==> config.mk <==
export PLATFORM = sky130hd
export DESIGN_NAME = serial_output
export DESIGN_NICKNAME = d
export VERILOG_FILES = /design/src/rtl/serial_output.sv
export SDC_FILE = /design/constraint.sdc
export NUM_CORES = 1
export LEC_CHECK = 0
export CAP_MARGIN = 20
export CORE_MARGIN = 2
export CORE_UTILIZATION = 50
export CTS_CLUSTER_SIZE = 8
export DETAILED_ROUTE_END_ITERATION = 10
export HOLD_SLACK_MARGIN = 0.03
export PLACE_DENSITY = 0.84
export SLEW_MARGIN = 20
export SYNTH_ARGS = -nofsm -noshare
export SYNTH_HDL_FRONTEND = slang
export SYNTH_SLANG_ARGS = --single-unit
==> constraint.sdc <==
create_clock -name clk -period 5.8 [get_ports clk]
set_clock_uncertainty 0.05 [all_clocks]
set_input_delay 0.58 -clock clk [delete_from_list [all_inputs] [get_ports clk]]
set_output_delay 0.58 -clock clk [all_outputs]
set_load 0.01 [all_outputs]
==> src/rtl/serial_output.sv <==
// serial_output: 8-bit UART transmitter fed by a 32-bit stb/ack word stream (byte = input_in[7:0]).
// Define SERIAL_OUTPUT_PARITY_EN to insert an even-parity bit between the data bits and the stop bit.
module serial_output #(
  parameter int CLOCK_FREQUENCY = 50000000,
  parameter int BAUD_RATE       = 115200
) (
  input  logic        clk,
  input  logic        rst,
  input  logic [31:0] input_in,
  input  logic        input_in_stb,
  output logic        input_in_ack,
  output logic        tx
);

  localparam int DIV   = CLOCK_FREQUENCY / BAUD_RATE;
  localparam int CNT_W = (DIV > 1) ? $clog2(DIV) : 1;
  localparam logic [CNT_W-1:0] CNT_LAST = CNT_W'(DIV - 1);

  typedef enum logic [2:0] {
    IDLE   = 3'd0,
    START  = 3'd1,
    DATA   = 3'd2,
`ifdef SERIAL_OUTPUT_PARITY_EN
    PARITY = 3'd3,
`endif
    STOP   = 3'd4
  } state_t;

`ifdef SERIAL_OUTPUT_PARITY_EN
  function automatic logic even_parity(input logic [7:0] b);
    return ^b;
  endfunction
`endif

  state_t           state_q, state_d;
  logic [CNT_W-1:0] cnt_q, cnt_d;
  logic [2:0]       idx_q, idx_d;
  logic [7:0]       data_q, data_d;
  logic             ready_q, ready_d;
  logic             tx_q, tx_d;
  logic             baud_wrap;

  // Only the low byte is ever serialised; the upper bits are deliberately dropped.
  logic unused_hi;
  assign unused_hi = ^input_in[31:8];

  always_comb begin
    state_d      = state_q;
    cnt_d        = cnt_q;
    idx_d        = idx_q;
    data_d       = data_q;
    ready_d      = 1'b1;
    input_in_ack = ready_q && (state_q == IDLE);
    baud_wrap    = (cnt_q == CNT_LAST);

    if (state_q != IDLE) begin
      cnt_d = baud_wrap ? '0 : cnt_q + 1'b1;
    end

    case (state_q)
      IDLE: begin
        cnt_d = '0;
        idx_d = '0;
        if (input_in_stb && input_in_ack) begin
          data_d  = input_in[7:0];
          state_d = START;
        end
      end
      START: if (baud_wrap) state_d = DATA;
      DATA: begin
        if (baud_wrap) begin
          idx_d = idx_q + 3'd1;
          if (idx_q == 3'd7) begin
`ifdef SERIAL_OUTPUT_PARITY_EN
            state_d = PARITY;
`else
            state_d = STOP;
`endif
          end
        end
      end
`ifdef SERIAL_OUTPUT_PARITY_EN
      PARITY: if (baud_wrap) state_d = STOP;
`endif
      STOP: if (baud_wrap) state_d = IDLE;
      default: state_d = IDLE;
    endcase

    // tx is registered from the next-state decode so the line is glitch-free yet still
    // drops on the first cycle after the handshake edge.
    tx_d = 1'b1;
    case (state_d)
      START:  tx_d = 1'b0;
      DATA:   tx_d = data_d[idx_d];
`ifdef SERIAL_OUTPUT_PARITY_EN
      PARITY: tx_d = even_parity(data_d);
`endif
      default: tx_d = 1'b1;
    endcase
  end

  always_ff @(posedge clk or negedge rst) begin
    if (!rst) begin
      state_q <= IDLE;
      cnt_q   <= '0;
      idx_q   <= '0;
      data_q  <= '0;
      ready_q <= 1'b0;
      tx_q    <= 1'b1;
    end else begin
      state_q <= state_d;
      cnt_q   <= cnt_d;
      idx_q   <= idx_d;
      data_q  <= data_d;
      ready_q <= ready_d;
      tx_q    <= tx_d;
    end
  end

  assign tx = tx_q;

endmodule

==> qor.yml, run 1 <==
outcome: "complete, no violations"
final_min_period_over_clock_period_pct: 41.3
finalCriticalPeriod_ns: 2.40
die_outline_area_um2: 2930
power_per_standard_cell_area_nw_per_um2: 185
syn_area_um2: 1260
layout.cells.non_filler: 150
diodes: 0
route.met2.wl_mm: 1.04
core_um2: 2430
worst_hold_path_type: "input pin to async pin"
dp_hpwl_mm: 1.50
clock_pin_slew_worst_setup_and_hold_paths_ns: 0.14
synth_enable_flop_cells: 0
grt_max_degree: 26
critPathRequiredTime_ns: 5.17
synth.avg_cell_area_um2: 11.8
slowest_stage: "sky130_fd_sc_hd__clkdlybuf4s50_1"
crit_path_start_kind: "register"
initial_antenna_violation_count: 0
gp_congestion: 0.875
worst_pin_slew_ns: 0.546
global_route.usage.total_pct: 16.6
area_of_the_multi_input_gates_um2: 604
floorplan.die.width_um: 54.2
io-pin-count: 37
cp_slowest_stage_delay_ns: 0.58
max_cap_violations: 0
maxSlewViolCount: 0
setup.worst_path.class: "register to output port"
area_growth_syn_to_layout_pct: 12.9
fmaxAchievable_ghz: 0.417
route.layer.met1.wl_um: 984
met3RoutedLength_um: 43
net_sw_share_pct: 21.2
place.port_buffers: 12
clock_tree.htree_level_count: 1
synthesis.yosys.warnings: 0
yosys_register_bits: 25
power.net_switching_uw: 55.6
number_of_global_route_vias_before_repair: 766
power.leakage_uw: 0.000635
avgViaCountPerCell: 5.56
start_util_pct: 51.7
ys_types: 38
rsz0062_at_grt: "no"
synth.yosys.seq_area_share_pct: 49.8
timing.hold.ws_ns: 0.177
top_ff_cell_synth: "sky130_fd_sc_hd__dfrtp_1"
cp_max_fo: 13
antenna_violating_nets_post_route: 0
combinationalPowerShare_pct: 3.7
post-cts-setup-buffer-count: 0
dr.max_layer_used: "met4"
p_total_uw: 262
detail_route.drc_violations: 0
drive_gt1_share_pct: 22.5
drt-initial-drc-count: 4
worst_skew_pair.late_latency_ns: 0.31
design.final.nets: 160
setup_violations: 0
cts_hold_buf: 0
synth-async-reset-ratio_pct: 100
p_clk_share_pct: 29.7
fin_tns_setup_ns: 0
register_area_um2: 627
clock_tree.root_cell: "sky130_fd_sc_hd__clkbuf_4"
cts_num_sinks: 25
seq_power_share_pct: 66.6
maxSlewHeadroom_pct: 63.6
ctsLongestPathBuffers: 2
timing_hold_violations_final: 0
synthesis.nets: 146
critical_path_arrival_ns: 1.77
worstPathCellList: "nor4b_4 > clkdlybuf4s50_1"
std_cell_rows: 18
cts_made_buffers: 3
cts_repair_resize_count: 0
synthCells: 107
routed_wire_length_per_instance_um: 14.2
max_vdd_drop_v: 0.000151
endpoint_kind: "output port"
drt-total-wl_mm: 2.12
grt_first_pass_wirelength_mm: 3.39
vias: 834
r2r.worst_path.cells: 6
firstDrtPassIters: 4
die_height_um: 54.2
tritoncts: "done"
numPlacedInstances: 146
fill_cell_count: 186
global_route.overflow_total: 0
cellInternalPower_uw: 207
layout.core_utilization_pct: 58.4
==> worst max-delay path: cells and delay by family (launching register included) <==
family | cells | cell delay, ns
buffers and inverters | 1 | 0.58
AND/OR/NAND/NOR | 1 | 0.31
flip-flops | 1 | 0.56
==> power by group through the flow <==
stage               combinational (uW)  clock, uW  sequential, uW
finish                            9.76       77.8             175
detailed placement                10.5          0             178
global route                      11.0       87.0             175
CTS                               10.5       82.8             175
global placement                  10.2          0             178
floorplan                        0.378          0             178
==> state kept, by name, summed over array words and instances (netlist names) <==
name	cells
state_q	3
idx_q	3
ready_q	1
data_q	8
tx	1
cnt_q	9
==> routing by layer <==
metal | vias to the layer above | GRT usage [%]
met3 | 4 | 1.67
met2 | 11 | 26.5
met1 | 411 | 21.7
met5 | - | 0
li1 | 408 | -
met4 | 0 | 10.0
==> placed cells by master, fill, tap and decap left out, drive strengths merged <==
cell type / synthesis / final
nor2: 13 / 13
mux2i: 2 / 2
xnor2: 3 / 3
mux2: 11 / 11
nand4: 1 / 1
nand2: 10 / 10
nand2b: 1 / 1
nor3: 1 / 1
or3b: 1 / 1
and4: 1 / 1
clkinvlp: 0 / 1
a221o: 1 / 1
nor4b: 2 / 2
clkdlybuf4s50: 0 / 11
or2: 1 / 1
and2: 1 / 1
dfstp: 1 / 1
clkbuf: 1 / 3
buf: 2 / 1
o31ai: 1 / 1
a32o: 1 / 1
or3: 1 / 1
and3: 2 / 2
dfrtp: 24 / 24
ha: 4 / 4
a311oi: 1 / 1
xor2: 3 / 3
o211ai: 1 / 1
o21ai: 1 / 1
nand3: 4 / 4
nor3b: 1 / 1
inv: 2 / 2
a221oi: 1 / 1
a41o: 1 / 1
o21bai: 1 / 1
conb: 1 / 1
a21oi: 4 / 4
==> per-stage QoR <==
step / area [um^2] / setup slack (ns)
global placement: 1400 / 3.59
floorplan: 1260 / 3.75
CTS: 1430 / 3.39
detailed placement: 1400 / 3.57
finish: 1420 / 3.40
global route: 1420 / 3.30
==> area by class of cell <==
cell class | count | share of cell area (%)
well taps | 30 | 2.64
inverters | 2 | 0.528
clock buffers | 3 | 1.58
flip-flops and latches | 25 | 44.1
multi-input cells | 77 | 42.5
repair buffers | 12 | 8.10
clock inverters | 1 | 0.528
==> path summary, 6_finish.rpt <==
kind | to | slack (ns) | from
worst max-delay path | input_in_ack | 3.40 | state_q[1]$_DFF_PN0_
worst min-delay path | state_q[2]$_DFF_PN0_ | 0.18 | rst
worst max register to register | tx$_DFF_PN1_ | 3.57 | cnt_q[2]$_DFF_PN0_
worst min register to register | cnt_q[0]$_DFF_PN0_ | 0.45 | cnt_q[0]$_DFF_PN0_
max in group asynchronous | tx$_DFF_PN1_ | 5.15 | rst
min in group clk | cnt_q[0]$_DFF_PN0_ | 0.45 | cnt_q[0]$_DFF_PN0_
==> logic make-up (layout without fill, tap and decap cells) <==
kind of cell	Yosys count	count (layout)	synth area share (%)
buf+inv	5	18	2.19
flops	25	25	49.8
xor+xnor	6	6	4.18
fa+ha+maj	4	4	3.98
mux	13	13	11.4
other cells	1	1	0.298
compound gates	13	13	9.15
simple gates	40	40	19.0
==> cell usage after synthesis (2+ instances only) <==
library cell | n | share of area, %
sky130_fd_sc_hd__nor2_1 | 13 | 3.9
sky130_fd_sc_hd__a21oi_1 | 4 | 1.6
sky130_fd_sc_hd__ha_1 | 4 | 4.0
sky130_fd_sc_hd__mux2_2 | 11 | 9.8
sky130_fd_sc_hd__xor2_1 | 3 | 2.1
sky130_fd_sc_hd__dfrtp_1 | 24 | 48
sky130_fd_sc_hd__inv_1 | 2 | 0.60
sky130_fd_sc_hd__nand2_1 | 9 | 2.7
sky130_fd_sc_hd__nand3_1 | 4 | 1.6
sky130_fd_sc_hd__nor4b_4 | 2 | 3.8
sky130_fd_sc_hd__mux2i_1 | 2 | 1.6
sky130_fd_sc_hd__xnor2_1 | 3 | 2.1
No activity file was read; power rests on OpenSTA's default activity.
==> run 2: changes to the inputs <==
--- a/config.mk
+++ b/config.mk
@@ -6,12 +6,13 @@
 export NUM_CORES = 1
 export LEC_CHECK = 0
 export CAP_MARGIN = 20
+export CORE_ASPECT_RATIO = 2
 export CORE_MARGIN = 2
-export CORE_UTILIZATION = 50
+export CORE_UTILIZATION = 46
 export CTS_CLUSTER_SIZE = 8
 export DETAILED_ROUTE_END_ITERATION = 10
 export HOLD_SLACK_MARGIN = 0.03
-export PLACE_DENSITY = 0.84
+export PLACE_DENSITY = 0.78
 export SLEW_MARGIN = 20
 export SYNTH_ARGS = -nofsm -noshare
 export SYNTH_HDL_FRONTEND = slang
==> constraint.sdc (replaced) <==
create_clock -name clk -period 2.28 [get_ports clk]
set_clock_uncertainty 0.05 [all_clocks]
set_input_delay 0.228 -clock clk [delete_from_list [all_inputs] [get_ports clk]]
set_output_delay 0.228 -clock clk [all_outputs]
set_load 0.01 [all_outputs]
==> qor.yml, run 2 (synthesis results as in run 1) <==
outcome: "complete, no violations"
die_height_um: 78.0  # +44%
launch_point_of_the_worst_path: "cnt_q[0]$_DFF_PN0_"
crit_path_start_kind: "register"
setup_violations: 0  # unchanged
place.port_buffers: 12  # unchanged
layout.core_utilization_pct: 56.6  # -1.9 points
rsz0062_at_grt: "no"
number_of_global_route_vias_before_repair: 884  # +15%
io-pin-count: 37  # unchanged
setup.worst_path.class: "register to register"
global_route.usage.total_pct: 17.1  # +0.43 points
floorplan.die.width_um: 41.0  # -24%
worst_hold_path_type: "input pin to async pin"
fin_tns_setup_ns: 0  # unchanged
fmaxAchievable_ghz: 0.474
crit_end: "tx$_DFF_PN1_"
die_outline_area_um2: 3200  # +8.9%
regMostFlops: "cnt_q"
clock_tree.root_cell: "sky130_fd_sc_hd__clkbuf_8"
gp_congestion: 0.760  # -13%
start_util_pct: 49.0  # -2.8 points
fill_cell_count: 225  # +21%
cellInternalPower_uw: 586  # +180%
cts_made_buffers: 3  # unchanged
cts_repair_resize_count: 0  # unchanged
p_clk_share_pct: 35.6  # +5.9 points
timing_hold_violations_final: 0  # unchanged
post-cts-setup-buffer-count: 0  # unchanged
layout.cells.non_filler: 150  # unchanged
combinationalPowerShare_pct: 3.7  # about the same
routed_wire_length_per_instance_um: 14.5  # +2.2%
power_per_standard_cell_area_nw_per_um2: 504  # +170%
critical_path_arrival_ns: 2.24  # +0.47 ns
seq_power_share_pct: 60.7  # -5.9 points
cts_num_sinks: 25  # unchanged
place_ws_ns: 0.182  # -3.39 ns
detail_route.drc_violations: 0  # unchanged
drive_gt1_share_pct: 22.1  # -0.37 points
area_growth_syn_to_layout_pct: 15.5
cts_hold_buf: 0  # unchanged
rr_startpoint: "cnt_q[0]$_DFF_PN0_"
drt-total-wl_mm: 2.17  # +2.2%
largest_reg_flops: 9  # unchanged
finalCriticalPeriod_ns: 2.11
grt_first_pass_wirelength_mm: 3.70  # +9.0%
cp_max_fo: 7  # -6
power.net_switching_uw: 147  # +160%
maxSlewViolCount: 0  # unchanged
design.final.nets: 162  # +1.3%
dp_hpwl_mm: 1.70  # +14%
firstDrtPassIters: 4  # unchanged
net_sw_share_pct: 20.0  # -1.2 points
critPathRequiredTime_ns: 2.41  # -2.76 ns
register_area_um2: 627  # unchanged
postLayoutSetupSlackWorst_ns: 0.169  # -3.23 ns
grt_max_degree: 26  # unchanged
core_um2: 2570  # +5.7%
global_route.overflow_total: 0  # unchanged
max_cap_violations: 0  # unchanged
max_vdd_drop_v: 0.000529  # +250%
mostFrequentLayoutCells: "sky130_fd_sc_hd__dfrtp_1, sky130_fd_sc_hd__nor2_1, sky130_fd_sc_hd__clkdlybuf4s50_1, sky130_fd_sc_hd__mux2_2, sky130_fd_sc_hd__nand2_1"
clock_pin_slew_worst_setup_and_hold_paths_ns: 0.09  # -0.05 ns
initial_antenna_violation_count: 0  # unchanged
timing.hold.ws_ns: 0.266  # +0.0890 ns
ctsLongestPathBuffers: 2  # unchanged
power.leakage_uw: 0.000654  # +3.0%
std_cell_rows: 26  # +8
r2r.worst_path.cells: 7  # +1
avgViaCountPerCell: 5.47  # -1.7%
endpoint_kind: "register"
reg_to_reg_end: "tx$_DFF_PN1_"
tritoncts: "done"
area_of_the_multi_input_gates_um2: 604  # unchanged
drt-initial-drc-count: 19  # +15
internal_reg_to_reg_setup_slack_ns: 0.17  # -3.40 ns
clock_tree.htree_level_count: 1  # unchanged
layout_commonest_cell: "sky130_fd_sc_hd__dfrtp_1"
worst_skew_pair.late_latency_ns: 0.27  # -0.04 ns
final_min_period_over_clock_period_pct: 92.6
diodes: 0  # unchanged
numPlacedInstances: 146  # unchanged
vias: 820  # -1.7%
antenna_violating_nets_post_route: 0  # unchanged
reg_top3: "cnt_q (9), data_q (8)"
## run 2: cell types whose count changed in the layout (fill, tap and decap cells not counted), sizes merged
| cell | delta |
|---|---|
| clkinvlp | -1 |
| clkdlybuf4s50 | +1 |
| clkbuf | +1 |
| buf | +1 |
## run 2: how the worst min path moves through the flow
stage / from / end
6_report: rst / data_q[6]$_DFF_PN0_
3_3_place_gp: cnt_q[0]$_DFF_PN0_ / cnt_q[0]$_DFF_PN0_
2_1_floorplan: rst / cnt_q[0]$_DFF_PN0_
5_1_grt: rst / cnt_q[6]$_DFF_PN0_
4_1_cts: rst / cnt_q[8]$_DFF_PN0_
3_5_place_dp: data_q[3]$_DFF_PN0_ / data_q[3]$_DFF_PN0_
## run 2: per-stage QoR
step / instance area [um^2] / power, uW
finish: 1450 / 732
global route: 1450 / 755
CTS: 1450 / 739
detailed placement: 1410 / 481
global placement: 1410 / 480
floorplan: 1260 / 454
## run 2: power by group through the flow
stage | clock network, uW | logic, uW | registers [uW]
after floorplan | 0 | 0.960 | 453
after global placement | 0 | 27.2 | 453
after detailed placement | 0 | 28.2 | 453
after CTS | 267 | 28.2 | 444
after global routing | 281 | 30.2 | 444
final | 261 | 27.1 | 444
## run 2: per-layer routing
layer | GRT usage [%] | vias up | share of wire [%]
li1 | - | 405 | -
met1 | 19.0 | 398 | 37
met2 | 27.8 | 13 | 58
met3 | 3.43 | 4 | 2.5
met4 | 9.00 | 0 | 2.7
met5 | 0 | - | 0
## run 2: final cells by class
class,instances,area share (%)
Clock buffer,4,3.10
Sequential cell,25,43.1
Multi-Input combinational cell,77,41.6
Inverter,2,0.516
Timing Repair Buffer,14,9.29
Tap cell,28,2.41
## run 2: worst max-delay path: stages, from the launching register on
cell and delay, ns:
sky130_fd_sc_hd__dfrtp_1 0.41, sky130_fd_sc_hd__ha_1 0.20, sky130_fd_sc_hd__and4_4 0.15, sky130_fd_sc_hd__and2_1 0.17
sky130_fd_sc_hd__buf_4 0.16, sky130_fd_sc_hd__a221oi_1 0.42, sky130_fd_sc_hd__inv_1 0.13, sky130_fd_sc_hd__a311oi_1 0.32
==> run 3: changes to the inputs <==
--- a/config.mk
+++ b/config.mk
@@ -13,6 +13,8 @@
 export DETAILED_ROUTE_END_ITERATION = 10
 export HOLD_SLACK_MARGIN = 0.03
 export PLACE_DENSITY = 0.78
+export RECOVER_POWER = 50
+export SKIP_CTS_REPAIR_TIMING = 1
 export SLEW_MARGIN = 20
 export SYNTH_ARGS = -nofsm -noshare
 export SYNTH_HDL_FRONTEND = slang
==> qor.yml, run 3 (synthesis results as in run 1) <==
internal_reg_to_reg_setup_slack_ns: 0.17  # about the same
cts_made_buffers: 3  # unchanged
tritoncts: "done"
clock_tree.htree_level_count: 1  # unchanged
gp_congestion: 0.760  # unchanged
grt_first_pass_wirelength_mm: 3.70  # unchanged
maxSlewViolCount: 0  # unchanged
detail_route.drc_violations: 0  # unchanged
power_per_standard_cell_area_nw_per_um2: 504  # about the same
cp_max_fo: 7  # unchanged
outcome: "complete, no violations"
regMostFlops: "cnt_q"
initial_antenna_violation_count: 0  # unchanged
numPlacedInstances: 146  # unchanged
firstDrtPassIters: 4  # unchanged
max_vdd_drop_v: 0.000529  # about the same
power.leakage_uw: 0.000651  # -0.51%
area_growth_syn_to_layout_pct: 15.2
critPathTopFamily: "compound AO/OA/AOI/OAI gates"
path_buf_inv: 2  # unchanged
critical_path_arrival_ns: 2.24  # about the same
dp_hpwl_mm: 1.70  # unchanged
fin_tns_setup_ns: 0  # unchanged
core_um2: 2570  # unchanged
reg_to_reg_end: "tx$_DFF_PN1_"
whs_path_depth: 1
fmaxAchievable_ghz: 0.474  # unchanged
rr_startpoint: "cnt_q[0]$_DFF_PN0_"
worst_hold_path_type: "register to register"
std_cell_rows: 26  # unchanged
floorplan.die.width_um: 41.0  # unchanged
clock_tree.root_cell: "sky130_fd_sc_hd__clkbuf_8"
layout.cells.non_filler: 150  # unchanged
avgViaCountPerCell: 5.48  # +0.24%
antenna_violating_nets_post_route: 0  # unchanged
largest_reg_flops: 9  # unchanged
global_route.usage.total_pct: 17.1  # unchanged
start_util_pct: 49.0  # unchanged
die_outline_area_um2: 3200  # unchanged
diodes: 0  # unchanged
slowest_stage: "sky130_fd_sc_hd__a221oi_1"
grt_max_degree: 26  # unchanged
ctsLongestPathBuffers: 2  # unchanged
cts_num_sinks: 25  # unchanged
place.port_buffers: 12  # unchanged
final_min_period_over_clock_period_pct: 92.6  # unchanged
worst_skew_pair.late_latency_ns: 0.27  # about the same
drt-initial-drc-count: 19  # unchanged
timing_hold_violations_final: 0  # unchanged
cp_slowest_stage_delay_ns: 0.42  # about the same
worstPathCellList: "ha_1 > and4_4 > and2_1 > buf_4 > a221oi_1 > inv_1 > a311oi_1"
rsz0062_at_grt: "no"
finalCriticalPeriod_ns: 2.11  # unchanged
mostFrequentLayoutCells: "sky130_fd_sc_hd__dfrtp_1, sky130_fd_sc_hd__nor2_1, sky130_fd_sc_hd__mux2_2, sky130_fd_sc_hd__clkdlybuf4s50_1, sky130_fd_sc_hd__nand2_1"
routed_wire_length_per_instance_um: 14.5  # about the same
number_of_global_route_vias_before_repair: 884  # unchanged
maxSlewHeadroom_pct: 12.5
setup_violations: 0  # unchanged
vias: 822  # +0.24%
worst_pin_slew_ns: 1.31
io-pin-count: 37  # unchanged
drive_gt1_share_pct: 21.3  # -0.82 points
setup.worst_path.class: "register to register"
max_cap_violations: 0  # unchanged
reg_top3: "cnt_q (9), data_q (8)"
min_delay_worst_endpoint: "cnt_q[0]$_DFF_PN0_"
hp-start: "cnt_q[0]$_DFF_PN0_"
critPathRequiredTime_ns: 2.41  # about the same
clock_pin_slew_worst_setup_and_hold_paths_ns: 0.09  # about the same
drt-total-wl_mm: 2.17  # about the same
endpoint_kind: "register"
r2r.worst_path.cells: 7  # unchanged
layout_commonest_cell: "sky130_fd_sc_hd__dfrtp_1"
die_height_um: 78.0  # unchanged
design.final.nets: 162  # unchanged
global_route.overflow_total: 0  # unchanged
crit_path_start_kind: "register"
-- run 3: cell count changes in the layout (fill, tap and decap cells not counted), sizes merged --
cell / change
dlygate4sd3: +1
clkdlybuf4s50: -1
clkbuf: +1
buf: -1
-- run 3: worst max path at each step --
stage	startpoint	to	slack (ns)	cells after the start
final	cnt_q[0]$_DFF_PN0_	tx$_DFF_PN1_	0.17	7
after global routing	cnt_q[0]$_DFF_PN0_	tx$_DFF_PN1_	0.05	7
after CTS	cnt_q[0]$_DFF_PN0_	tx$_DFF_PN1_	0.16	7
after detailed placement	cnt_q[0]$_DFF_PN0_	tx$_DFF_PN1_	0.18	7
after global placement	cnt_q[0]$_DFF_PN0_	tx$_DFF_PN1_	0.21	7
after floorplan	cnt_q[0]$_DFF_PN0_	tx$_DFF_PN1_	0.23	8
-- run 3: routing by layer --
metal / wire, um / GRT usage (%) / vias up
met5: 0 / 0 / -
met4: 58 / 9.00 / 0
met3: 54 / 3.43 / 4
met2: 1250 / 27.8 / 13
met1: 809 / 19.0 / 399
li1: - / - / 406
-- run 3: per-stage QoR --
| stage | power, uW | instance area (um^2) | hold WS [ns] | setup slack (ns) | utilization [%] |
|---|---|---|---|---|---|
| 2_1_floorplan | 454 | 1260 | -0.118 | 0.231 | - |
| 3_3_place_gp | 480 | 1410 | 0.422 | 0.211 | 54.8 |
| 3_5_place_dp | 481 | 1410 | 0.439 | 0.182 | 54.8 |
| 4_1_cts | 739 | 1450 | 0.281 | 0.164 | 56.6 |
| 5_1_grt | 754 | 1450 | 0.472 | 0.0526 | 56.4 |
| 6_report | 731 | 1450 | 0.444 | 0.169 | 56.4 |
-- run 3: report_power, final --
part / internal (uW) / total (uW) / switching, uW
clock network: 125 / 261 / 136
logic: 15.5 / 25.9 / 10.4
registers: 444 / 444 / 0.246
total: 584 / 731 / 147
-- run 3: worst register-to-register path, delay by kind of cell, from the launching register on --
family / cells / cell delay [ns]
AO/OA/AOI/OAI: 2 / 0.74
adder cells (fa/ha/maj): 1 / 0.20
flip-flops: 1 / 0.41
buffers and inverters: 2 / 0.29
AND/OR/NAND/NOR: 2 / 0.32
-- run 3: area by class of cell --
cell class	count	area (um^2)
sequential	25	627
inverter	2	7.51
fill	227	1120
clock buffer	4	45.0
multi-input combinational	77	604
tap	28	35.0
timing repair buffer	14	131
